<file path="config.mk">
export PLATFORM = sky130hd
export DESIGN_NAME = hpdcache_cmo_req_arb
export DESIGN_NICKNAME = d
export VERILOG_FILES = /design/src/rtl/hpdcache_cmo_req_arb.sv
export SDC_FILE = /design/constraint.sdc
export NUM_CORES = 1
export LEC_CHECK = 0
export CAP_MARGIN = 30
export CELL_PAD_IN_SITES_DETAIL_PLACEMENT = 1
export CELL_PAD_IN_SITES_GLOBAL_PLACEMENT = 1
export CORE_UTILIZATION = 48
export CTS_CLUSTER_DIAMETER = 50
export DETAILED_ROUTE_END_ITERATION = 8
export PLACE_DENSITY_LB_ADDON = 0.1
export SYNTH_ARGS = -nofsm -noshare
export SYNTH_HDL_FRONTEND = slang
export SYNTH_SLANG_ARGS = --single-unit
</file>
<file path="constraint.sdc">
create_clock -name clk_i -period 4.5 [get_ports clk_i]
set_input_delay 0.9 -clock clk_i [delete_from_list [all_inputs] [get_ports clk_i]]
set_output_delay 0.9 -clock clk_i [all_outputs]
set_load 0.02 [all_outputs]
</file>
<file path="src/rtl/hpdcache_cmo_req_arb.sv">
// Arbitrates core CMO requests against buffered memory-side line invalidations
// toward a single CMO handler, with a burst limit that prevents core starvation.
module hpdcache_cmo_req_arb #(
  parameter int unsigned PA_WIDTH         = 49,
  parameter int unsigned OFFSET_WIDTH     = 6,
  parameter int unsigned WAYS             = 8,
  parameter int unsigned INVAL_FIFO_DEPTH = 4,
  parameter int unsigned MAX_MEM_BURST    = 4
) (
  input  logic                               clk_i,
  input  logic                               rst_i,

  input  logic                               core_cmo_valid_i,
  output logic                               core_cmo_ready_o,
  input  logic [3:0]                         core_cmo_op_i,
  input  logic [PA_WIDTH-1:0]                core_cmo_addr_i,
  input  logic [WAYS-1:0]                    core_cmo_way_i,

  input  logic                               mem_inval_valid_i,
  output logic                               mem_inval_ready_o,
  input  logic [PA_WIDTH-OFFSET_WIDTH-1:0]   mem_inval_nline_i,

  output logic                               cmoh_req_valid_o,
  input  logic                               cmoh_req_ready_i,
  output logic [3:0]                         cmoh_req_op_o,
  output logic [PA_WIDTH-1:0]                cmoh_req_addr_o,
  output logic [WAYS-1:0]                    cmoh_req_way_o,
  output logic                               cmoh_req_mem_inval_o,
  input  logic                               cmoh_mem_inval_ready_i,

  output logic [$clog2(INVAL_FIFO_DEPTH):0]  inval_pending_o
);

  localparam int unsigned NLINE_WIDTH = PA_WIDTH - OFFSET_WIDTH;
  localparam int unsigned PTR_W       = $clog2(INVAL_FIFO_DEPTH);
  localparam int unsigned CNT_W       = PTR_W + 1;
  localparam int unsigned BURST_W     = $clog2(MAX_MEM_BURST + 1);

  localparam logic [CNT_W-1:0]   DEPTH_C        = CNT_W'(INVAL_FIFO_DEPTH);
  localparam logic [BURST_W-1:0] BURST_MAX_C    = BURST_W'(MAX_MEM_BURST);
  localparam logic [3:0]         OP_INVAL_NLINE = 4'b0010;

  typedef enum logic [1:0] {
    IDLE,
    CORE_ISSUE,
    MEM_ISSUE,
    MEM_WAIT
  } state_e;

  state_e                   state_q, state_d;
  logic [NLINE_WIDTH-1:0]   fifo_q [INVAL_FIFO_DEPTH];
  logic [PTR_W-1:0]         wr_ptr_q, rd_ptr_q;
  logic [CNT_W-1:0]         occ_q, occ_d;
  logic [BURST_W-1:0]       burst_q;
  logic [3:0]               op_q;
  logic [PA_WIDTH-1:0]      addr_q;
  logic [WAYS-1:0]          way_q;

  logic push, pop;
  logic mem_cand, core_win;
  logic core_grant, mem_grant;

  assign mem_inval_ready_o = (occ_q < DEPTH_C);
  assign push              = mem_inval_valid_i & mem_inval_ready_o;
  assign inval_pending_o   = occ_q;

  assign mem_cand = (occ_q != '0) & cmoh_mem_inval_ready_i;
  assign core_win = core_cmo_valid_i & (~mem_cand | (burst_q == BURST_MAX_C));

  assign cmoh_req_op_o   = op_q;
  assign cmoh_req_addr_o = addr_q;
  assign cmoh_req_way_o  = way_q;

  // NOTE: every output of this block gets a default first, so no path can
  // leave one unassigned and infer a latch.
  always_comb begin
    state_d              = state_q;
    core_cmo_ready_o     = 1'b0;
    cmoh_req_valid_o     = 1'b0;
    cmoh_req_mem_inval_o = 1'b0;
    core_grant           = 1'b0;
    mem_grant            = 1'b0;
    pop                  = 1'b0;
    unique case (state_q)
      IDLE: begin
        if (core_win) begin
          core_grant       = 1'b1;
          core_cmo_ready_o = 1'b1;
          state_d          = CORE_ISSUE;
        end else if (mem_cand) begin
          mem_grant = 1'b1;
          state_d   = MEM_ISSUE;
        end
      end
      CORE_ISSUE: begin
        cmoh_req_valid_o = 1'b1;
        if (cmoh_req_ready_i) state_d = IDLE;
      end
      MEM_ISSUE: begin
        cmoh_req_valid_o     = 1'b1;
        cmoh_req_mem_inval_o = 1'b1;
        if (cmoh_req_ready_i) begin
          pop     = 1'b1;
          state_d = MEM_WAIT;
        end
      end
      MEM_WAIT: begin
        // The handler owns the invalidation until it reports ready again.
        cmoh_req_mem_inval_o = 1'b1;
        if (cmoh_req_ready_i) state_d = IDLE;
      end
      default: state_d = IDLE;
    endcase
  end

  always_comb begin
    occ_d = occ_q;
    case ({push, pop})
      2'b10:   occ_d = occ_q + 1'b1;
      2'b01:   occ_d = occ_q - 1'b1;
      default: occ_d = occ_q;
    endcase
  end

  // NOTE: state registers use non-blocking assignments so every flop samples
  // the values from before the edge, independent of statement order.
  always_ff @(posedge clk_i or posedge rst_i) begin
    if (rst_i) begin
      state_q  <= IDLE;
      wr_ptr_q <= '0;
      rd_ptr_q <= '0;
      occ_q    <= '0;
      burst_q  <= '0;
    end else begin
      state_q <= state_d;
      occ_q   <= occ_d;
      if (push) wr_ptr_q <= wr_ptr_q + 1'b1;
      if (pop)  rd_ptr_q <= rd_ptr_q + 1'b1;
      if (core_grant) begin
        burst_q <= '0;
      end else if (mem_grant) begin
        // Only memory grants that overtake a waiting core request count.
        if (core_cmo_valid_i)
          burst_q <= (burst_q == BURST_MAX_C) ? burst_q : burst_q + 1'b1;
        else
          burst_q <= '0;
      end
    end
  end

  // NOTE: FIFO storage and payload carry no reset; pointers, occupancy and
  // state guard them, so they are never observed before being written.
  always_ff @(posedge clk_i) begin
    if (push) fifo_q[wr_ptr_q] <= mem_inval_nline_i;
    if (core_grant) begin
      op_q   <= core_cmo_op_i;
      addr_q <= core_cmo_addr_i;
      way_q  <= core_cmo_way_i;
    end else if (mem_grant) begin
      op_q   <= OP_INVAL_NLINE;
      addr_q <= {fifo_q[rd_ptr_q], {OFFSET_WIDTH{1'b0}}};
      way_q  <= '0;
    end
  end

endmodule

</file>
[Yosys cells after proc, flatten, opt, wreduce, memory -nomap -nowiden]
Memory sizes are Yosys's and may differ from the RTL's.
Cells that the tools add are included.
Widths: inputs -> output; s select.
Storage, ports and cells
  bits in writable memories: 172
  bits in read-only memories: 0
  memories: 1
  output and inout bits: 68
  input port bits: 110
  word-level logic and storage cells: 66
  bits in registers: 73
  bits in latches: 0
Operators by class
  bitwise gates (word level): 5
  reductions and logical operators: 9
  eq/ne operators: 10
  $mul: 0
  div/mod/pow operators: 0
  mux-type cells: 27
  add/sub/neg operators: 5
  shifts and indexed selects: 0
  order comparisons: 1
Memory list
  fifo_q: words 4, bits a word 43, read ports 1, clocked after Yosys merged registers in 0, write ports 1, line 51  | logic [NLINE_WIDTH-1:0] fifo_q [INVAL_FIFO_DEPTH];
Operator list (count)
  $mux 49: 2
  $mux 8: 2
  $mux 3: 4
  $mux 1: 11
  $mux 2: 4
  $mux 4: 2
  $add 3x1->3 const B: 2
  $eq 2x2->1 const B: 3
  $ne 3x3->1 const B: 2
  $pmux 2 s3: 1
  $pmux 3 s2: 1
  $reduce_or 2->1: 3
  $add 2x1->2 const B: 2
  $eq 2x1->1 const B: 2
  $reduce_bool 2->1: 2
  $and 1x1->1: 3
  $eq 3x3->1 const B: 1
  $lt 3x3->1 const B: 1
  $reduce_and 3->1: 1
  $reduce_bool 3->1: 1
  $sub 3x1->3 const B: 1
  $logic_not 2->1: 1
  $ne 2x1->1 const B: 1
  $ne 2x2->1 const B: 1
  3 further kinds: 3

[Longest topological paths before layout]
Gate-level depths: netlist of the first run.
  word-level depth: 9
  depth in mapped cells: 9
  gate-level depth less buffers: 9

[Worst setup path after synthesis of the first run]
OpenSTA, ideal clock, no wires.
  path type: in2reg
  start: in cmoh_mem_inval_ready_i
  end: reg addr_q[0], in the netlist cmoh_req_addr_o[0] (enable)
  slack: 1.674 ns
  data arrival time: 2.411 ns
  stages on the path: 3
  required time: 4.085 ns
  setup time: 0.415 ns
  buffers on the path: 0
  cells stage by stage: and2_1 > o21ai_0 > inv_1
On the way
  longest elaborated chain between the ends: 7
  elaborated cells on any way between the ends: 10
  classes of those cells: 5 x mux; 4 x bitwise; 1 x reduce/logical
RTL lines
  from (decl): line 29  | input logic cmoh_mem_inval_ready_i,
  $and 1x1->1 (*): line 67  | assign mem_cand = (occ_q != '0) & cmoh_mem_inval_ready_i;
  $not 1->1: line 68  | assign core_win = core_cmo_valid_i & (~mem_cand | (burst_q == BURST_MAX_C));
  $or 1x1->1: line 68
  $and 1x1->1: line 68
  $mux 1: line 86  | if (core_win) begin
  $mux 1: line 84  | unique case (state_q)
  $reduce_bool 2->1 (no line) (*)
  to (signal assigned): line 157  | addr_q <= core_cmo_addr_i;
  to (signal assigned): line 161  | addr_q <= {fifo_q[rd_ptr_q], {OFFSET_WIDTH{1'b0}}};
  to (decl): line 56  | logic [PA_WIDTH-1:0] addr_q;
Mark *: on every way between the ends. The rest lies on a longest branch, timed or not.
A chain may end at the register's enable or synchronous reset.

[Worst setup path in the final report of the first run]
  start: in core_cmo_valid_i
  end: out core_cmo_ready_o
On the way
  longest elaborated chain between the ends: 3
RTL lines
  from (decl): line 13  | input logic core_cmo_valid_i,
  $and 1x1->1: line 68
  $mux 1: line 86
  $mux 1: line 84
  to (decl): line 14  | output logic core_cmo_ready_o,
No other way between the ends.

==> results of run 1 <==
-- cell type report --
| cell class | instances | share of cell area [%] |
|---|---|---|
| tap | 260 | 2.62 |
| inverter | 14 | 0.423 |
| clock inverter | 11 | 0.905 |
| clock buffer | 37 | 6.08 |
| multi-input combinational | 155 | 16.2 |
| timing repair buffer | 188 | 15.1 |
| sequential | 245 | 58.7 |
-- state kept, by name, indices dropped and copies added, names as in the netlist --
| signal | cells |
|---|---|
| wr_ptr_q | 2 |
| cmoh_req_way_o | 8 |
| rd_ptr_q | 2 |
| cmoh_req_op_o | 4 |
| fifo_q | 172 |
| cmoh_req_addr_o | 49 |
| state_q | 2 |
| burst_q | 3 |
| inval_pending_o | 3 |
-- placed cells by master, fill, tap and decap left out, types with 2 or more instances in the layout --
cell and count:
mux4_2 43, o21ai_0 3, nand2_1 6, ha_1 11, clkdlybuf4s50_1 177, xor2_1 2
dfrtp_1 10, clkinv_4 2, mux2_2 41, mux2_1 3, inv_1 13, buf_4 9
buf_12 2, clkbuf_16 29, clkinv_2 4, mux2i_1 3, and2_2 4, nor2_1 4
and2_1 19, xnor2_1 4, edfxtp_1 233, bufinv_16 2, clkinv_1 2, clkbuf_1 8
-- per-stage QoR --
| step | utilization (%) | total power, mW | instances | worst slack (ns) | hold slack, ns |
|---|---|---|---|---|---|
| 6_report | 65.4 | 7.86 | 910 | 1.12 | 0.566 |
| 5_1_grt | 65.4 | 8.21 | 910 | 1.07 | 0.599 |
| 4_1_cts | 65.4 | 7.97 | 910 | 1.12 | 0.568 |
| 3_5_place_dp | 60.8 | 5.81 | 862 | 1.11 | 0.549 |
| 3_3_place_gp | 60.7 | 5.71 | 861 | 1.11 | 0.502 |
| 2_1_floorplan | - | 4.84 | 431 | 1.67 | 0.500 |
-- synthesized netlist by cell type, types with 2 or more instances --
library cell    n  area, um^2
o21ai_0         3        15.0
buf_2           6        30.0
ha_1           11         138
mux2_2         41         462
nand2_1         6        22.5
and2_1         23         144
buf_4           2        15.0
edfxtp_1      233        7000
xnor2_1         4        35.0
mux2_1          3        33.8
xor2_1          2        17.5
inv_1          14        52.6
mux4_2         43         968
buf_6           2        22.5
buf_1           2        7.51
dfrtp_1        12         300
nor2_1          4        15.0
clkbuf_1        5        18.8
mux2i_1         3        30.0
-- worst min path at each step --
stage | slack, ns | startpoint | end | cells after the start
after floorplan | 0.50 | burst_q[1] | burst_q[1] | 1
after global placement | 0.50 | inval_pending_o[0] | inval_pending_o[0] | 1
after detailed placement | 0.55 | burst_q[1] | burst_q[1] | 1
after CTS | 0.57 | burst_q[2] | burst_q[2] | 1
after global routing | 0.60 | inval_pending_o[0] | inval_pending_o[0] | 1
final | 0.57 | burst_q[2] | burst_q[2] | 1
-- report_power, final --
group	leakage (nW)	switching, mW	internal, mW
sequential	2.29	0.305	3.13
combinational	1.49	1.10	1.21
clock	0.422	0.840	1.29
-- cell families after synthesis --
family / synth area share (%)
simple gates: 2.29
mux: 15.8
flops: 77.2
buf+inv: 1.55
fa+ha+maj: 1.67
compound gates: 0.887
xor+xnor: 0.556
-- per-layer routing --
layer / vias up / routed length (um)
met5: - / 0
met4: 0 / 259
met3: 23 / 1110
met2: 172 / 10700
met1: 2467 / 8370
li1: 2120 / -
==> flow_summary.json, run 1 <==
{
  "cp.required_ns": 3.60,
  "start_kind": "input port",
  "min_period_ns": 3.38,
  "vdd_drop_max_v": 0.000304,
  "cts_buffers": 26,
  "hold_buffers": 0,
  "hold_path.class": "reg2reg",
  "syn_avg_cell_area_um2": 21.9,
  "path_class": "in2out",
  "htree_levels": 1,
  "insertedDiodeCount": 0,
  "fin_area_um2": 12400,
  "cp_slowest_stage_delay_ns": 0.70,
  "via_per_inst": 5.25,
  "portBuffers": 177,
  "synth_edf_count": 233,
  "fin_crit_sh_pct": 75.2,
  "finalSetupTns_ns": 0,
  "grtUsageMet3_pct": 3.50,
  "overflow": 0,
  "die_w_um": 142,
  "area_delta_synth_final_pct": 31.6,
  "multiInputGateArea_um2": 2010,
  "timing.rr.end": "cmoh_req_addr_o[38]",
  "drv_slew": 0,
  "cts.sinks": 245,
  "syn_inst": 431,
  "path_buf_inv": 2,
  "worstMarginPinSlew_ns": 0.936,
  "routedWlPerCell_um": 22.4,
  "layout-drive-gt1-share_pct": 22.2,
  "grt_pass1_vias": 5274,
  "clk_latency_ns": 0.51,
  "async_flop_share_pct": 4.90,
  "grtUsageMet2_pct": 37.1,
  "regToRegSetupSlack_ns": 1.93,
  "slew_headroom_pct": 37.6,
  "syn_area_um2": 9450,
  "busiest_layer": "met2",
  "syn-num-nets": 553,
  "wirelength_mm": 20.4,
  "track_usage_pct": 20.8,
  "dp_hpwl_mm": 12.8,
  "cts_resized": 0,
  "drt_iter0_markers": 290,
  "worst_setup_path_end_kind": "output pin",
  "clockRootBuffer": "clkbuf_16",
  "grt_max_degree": 64,
  "p_per_area_nw_per_um2": 632,
  "regArea_um2": 7300,
  "placed_area_um2": 11600,
  "grt_util_met1_pct": 27.0,
  "slowest_stage": "clkdlybuf4s50_1",
  "setup_viol_count_final": 0,
  "num_rows": 50,
  "synth-seq-area-share_pct": 77.2,
  "clockBufferDepth": 3,
  "path_cells": "clkdlybuf4s50_1 -> nand2_1 -> a31oi_4 -> clkdlybuf4s50_1",
  "path_max_fanout": 4,
  "outcome": "complete, no violations",
  "ys.flop_type": "edfxtp_1",
  "synth_cell_types": 31,
  "gp_congestion": 0.744,
  "grt_antenna_before_repair": 0,
  "initial_core_util_pct": 49.7,
  "synth_warnings": 0,
  "synth-seq-cells": 245,
  "rsz0062_at_grt": "no",
  "cp_common_cell": "clkdlybuf4s50_1",
  "crit_arrival_ns": 2.48,
  "die_h_um": 142,
  "vias": 4782,
  "hold_viol_final": 0,
  "grt_pass1_wl_mm": 31.0,
  "first_pass_iters": 4,
  "skew_ns": 0.0107,
  "startpoint": "core_cmo_valid_i",
  "coreArea_um2": 19000,
  "reg2reg_depth": 5,
  "endpoint": "core_cmo_ready_o",
  "path_clk_slew_ns": 0.05,
  "p_leak_nw": 4.20,
  "path_depth": 4,
  "die-area_um2": 20200,
  "postCtsSetupRepairBufs": 0,
  "path_delay_family": "buffers and inverters",
  "cap_violations": 0,
  "nFillCells": 1599,
  "detail-route-antenna-nets": 0,
  "drc": 0,
  "fin_nets": 752,
  "cts_tree": "done",
  "r2r_start": "inval_pending_o[0]",
  "fmax_mhz": 296,
  "io_pins": 178
}
(Power assumes the default switching activity.)
==> run 2: changes to the inputs <==
--- a/config.mk
+++ b/config.mk
@@ -8,7 +8,7 @@
 export CAP_MARGIN = 30
 export CELL_PAD_IN_SITES_DETAIL_PLACEMENT = 1
 export CELL_PAD_IN_SITES_GLOBAL_PLACEMENT = 1
-export CORE_UTILIZATION = 48
+export CORE_UTILIZATION = 45
 export CTS_CLUSTER_DIAMETER = 50
 export DETAILED_ROUTE_END_ITERATION = 8
 export PLACE_DENSITY_LB_ADDON = 0.1
==> constraint.sdc (replaced) <==
create_clock -name clk_i -period 3.15 [get_ports clk_i]
set_input_delay 0.63 -clock clk_i [delete_from_list [all_inputs] [get_ports clk_i]]
set_output_delay 0.63 -clock clk_i [all_outputs]
set_load 0.02 [all_outputs]
==> run 2 against run 1 <==
First-iteration DRC count down 61%; final cell count rose by 1.8%; clock power grew 59%; critical path depth is 1 higher; via count decreased by 1.6%; clock skew about the same; setup slack worse by 0.96 ns; core utilization shrank 3.7 points; routed wire length down 7.4%; die area up 6.6%; worst hold slack worse by 0.12 ns; design area increased by 1.3%; critical endpoint unchanged; largest cell class unchanged.
==> flow_summary.json, run 2 (synthesis gave the netlist of run 1 again) <==
{
  "outcome": "complete, no violations",
  "first_pass_iters": 4,
  "cp_slowest_stage_delay_ns": 0.67,
  "final_cell_mix": "edfxtp_1 (233), clkdlybuf4s50_1 (177), mux4_2 (43)",
  "drc": 0,
  "hold_buffers": 0,
  "path_clk_slew_ns": 0.06,
  "regArea_um2": 7300,
  "die_h_um": 147,
  "grt_antenna_before_repair": 1,
  "fin_crit_sh_pct": 94.9,
  "multiInputGateArea_um2": 2010,
  "min_period_ns": 2.99,
  "slew_headroom_pct": 53.9,
  "clk_latency_ns": 0.54,
  "insertedDiodeCount": 0,
  "start_kind": "register",
  "postCtsSetupRepairBufs": 0,
  "area_delta_synth_final_pct": 33.3,
  "via_per_inst": 5.08,
  "grt_pass1_vias": 5300,
  "p_per_area_nw_per_um2": 916,
  "die-area_um2": 21600,
  "rsz0062_at_grt": "no",
  "path_cells": "inv_1 -> ha_1 -> nand2_1 -> a31oi_4 -> clkdlybuf4s50_1",
  "cts_resized": 0,
  "clockBufferDepth": 3,
  "vias": 4706,
  "htree_levels": 1,
  "dp_hpwl_mm": 12.0,
  "routedWlPerCell_um": 20.4,
  "clockRootBuffer": "clkbuf_16",
  "fin_nets": 756,
  "num_rows": 52,
  "overflow": 0,
  "portBuffers": 177,
  "finalSetupTns_ns": 0,
  "setup_viol_count_final": 0,
  "wirelength_mm": 18.9,
  "top_register": "fifo_q",
  "cts.sinks": 245,
  "worstMarginPinSlew_ns": 0.692,
  "slowest_stage": "clkdlybuf4s50_1",
  "detail-route-antenna-nets": 0,
  "skew_ns": 0.0109,
  "p_leak_nw": 4.26,
  "crit_arrival_ns": 2.36,
  "track_usage_pct": 18.0,
  "largest_register_ff_count": 172,
  "coreArea_um2": 20400,
  "cap_violations": 0,
  "layout_commonest_cell": "edfxtp_1",
  "hold_path.class": "in2async",
  "initial_core_util_pct": 46.2,
  "worst_setup_path_end_kind": "output pin",
  "layout-drive-gt1-share_pct": 23.3,
  "grt_pass1_wl_mm": 29.2,
  "finalWorstSetupSlack_ns": 0.160,
  "vdd_drop_max_v": 0.000499,
  "pre_cts_ws_ns": 0.317,
  "gp_congestion": 0.782,
  "cts_buffers": 28,
  "grt_max_degree": 64,
  "path_class": "reg2out",
  "fmax_mhz": 334,
  "io_pins": 178,
  "cts_tree": "done",
  "drv_slew": 0,
  "hold_viol_final": 0,
  "die_w_um": 147,
  "nFillCells": 1787,
  "drt_iter0_markers": 114,
  "path_max_fanout": 5,
  "cp.required_ns": 2.52
}
## run 2: changes by cell type in the layout (fill, tap and decap cells not counted)
cell,delta
buf_4,+1
inv_6,+1
bufinv_16,+4
clkbuf_1,-6
clkinv_8,+1
clkbuf_16,-1
clkinvlp_4,+4
clkinv_4,-2
clkinv_1,+3
buf_12,+1
## run 2: final timing paths
path / slack [ns] / cells past startpoint / end / from
min: 0.45 / 2 / burst_q[2] / rst_i
min reg2reg: 0.54 / 1 / inval_pending_o[0] / inval_pending_o[0]
min in group clk_i: 0.54 / 1 / inval_pending_o[0] / inval_pending_o[0]
max in group asynchronous: 2.29 / 2 / rd_ptr_q[0] / rst_i
max reg2reg: 0.99 / 6 / cmoh_req_addr_o[11] / state_q[0]
max: 0.16 / 5 / core_cmo_ready_o / state_q[0]
## run 2: critical path: cells and delay by family, from the launching register on
| kind | cells | cell delay (ns) |
|---|---|---|
| compound gates | 1 | 0.23 |
| fa+ha+maj | 1 | 0.27 |
| buf+inv | 2 | 0.79 |
| flops | 1 | 0.40 |
| simple gates | 1 | 0.14 |
## run 2: layout make-up
| type | count | area share (%) |
|---|---|---|
| inverters | 14 | 0.417 |
| clock inverters | 22 | 2.23 |
| clock buffers | 30 | 5.62 |
| flip-flops and latches | 245 | 58.0 |
| well taps | 270 | 2.68 |
| repair buffers | 190 | 15.1 |
| multi-input cells | 155 | 16.0 |
## run 2: metal layers
metal  GRT usage (%)  vias to the layer above  routed length [um]
met4            4.48                        0                 242
met2            33.6                      146               10100
met1            20.7                     2405                7450
met3            4.07                       17                1140
met5               0                        -                   0
li1                -                     2138                   -
## run 2: power by group
group,internal [mW],switching (mW),total (mW)
clock network,2.12,1.26,3.39
registers,4.47,0.333,4.80
logic,1.75,1.60,3.36
total,8.34,3.20,11.5
## run 2: through the flow
step	utilization (%)	total power [mW]	std cells	hold slack, ns	area [um^2]
3_3_place_gp	56.8	8.16	874	0.515	11600
2_1_floorplan	-	6.92	431	0.495	9450
4_1_cts	61.7	11.7	926	0.445	12600
3_5_place_dp	56.8	8.30	874	0.525	11600
5_1_grt	61.7	12.1	926	0.482	12600
6_report	61.7	11.5	926	0.448	12600
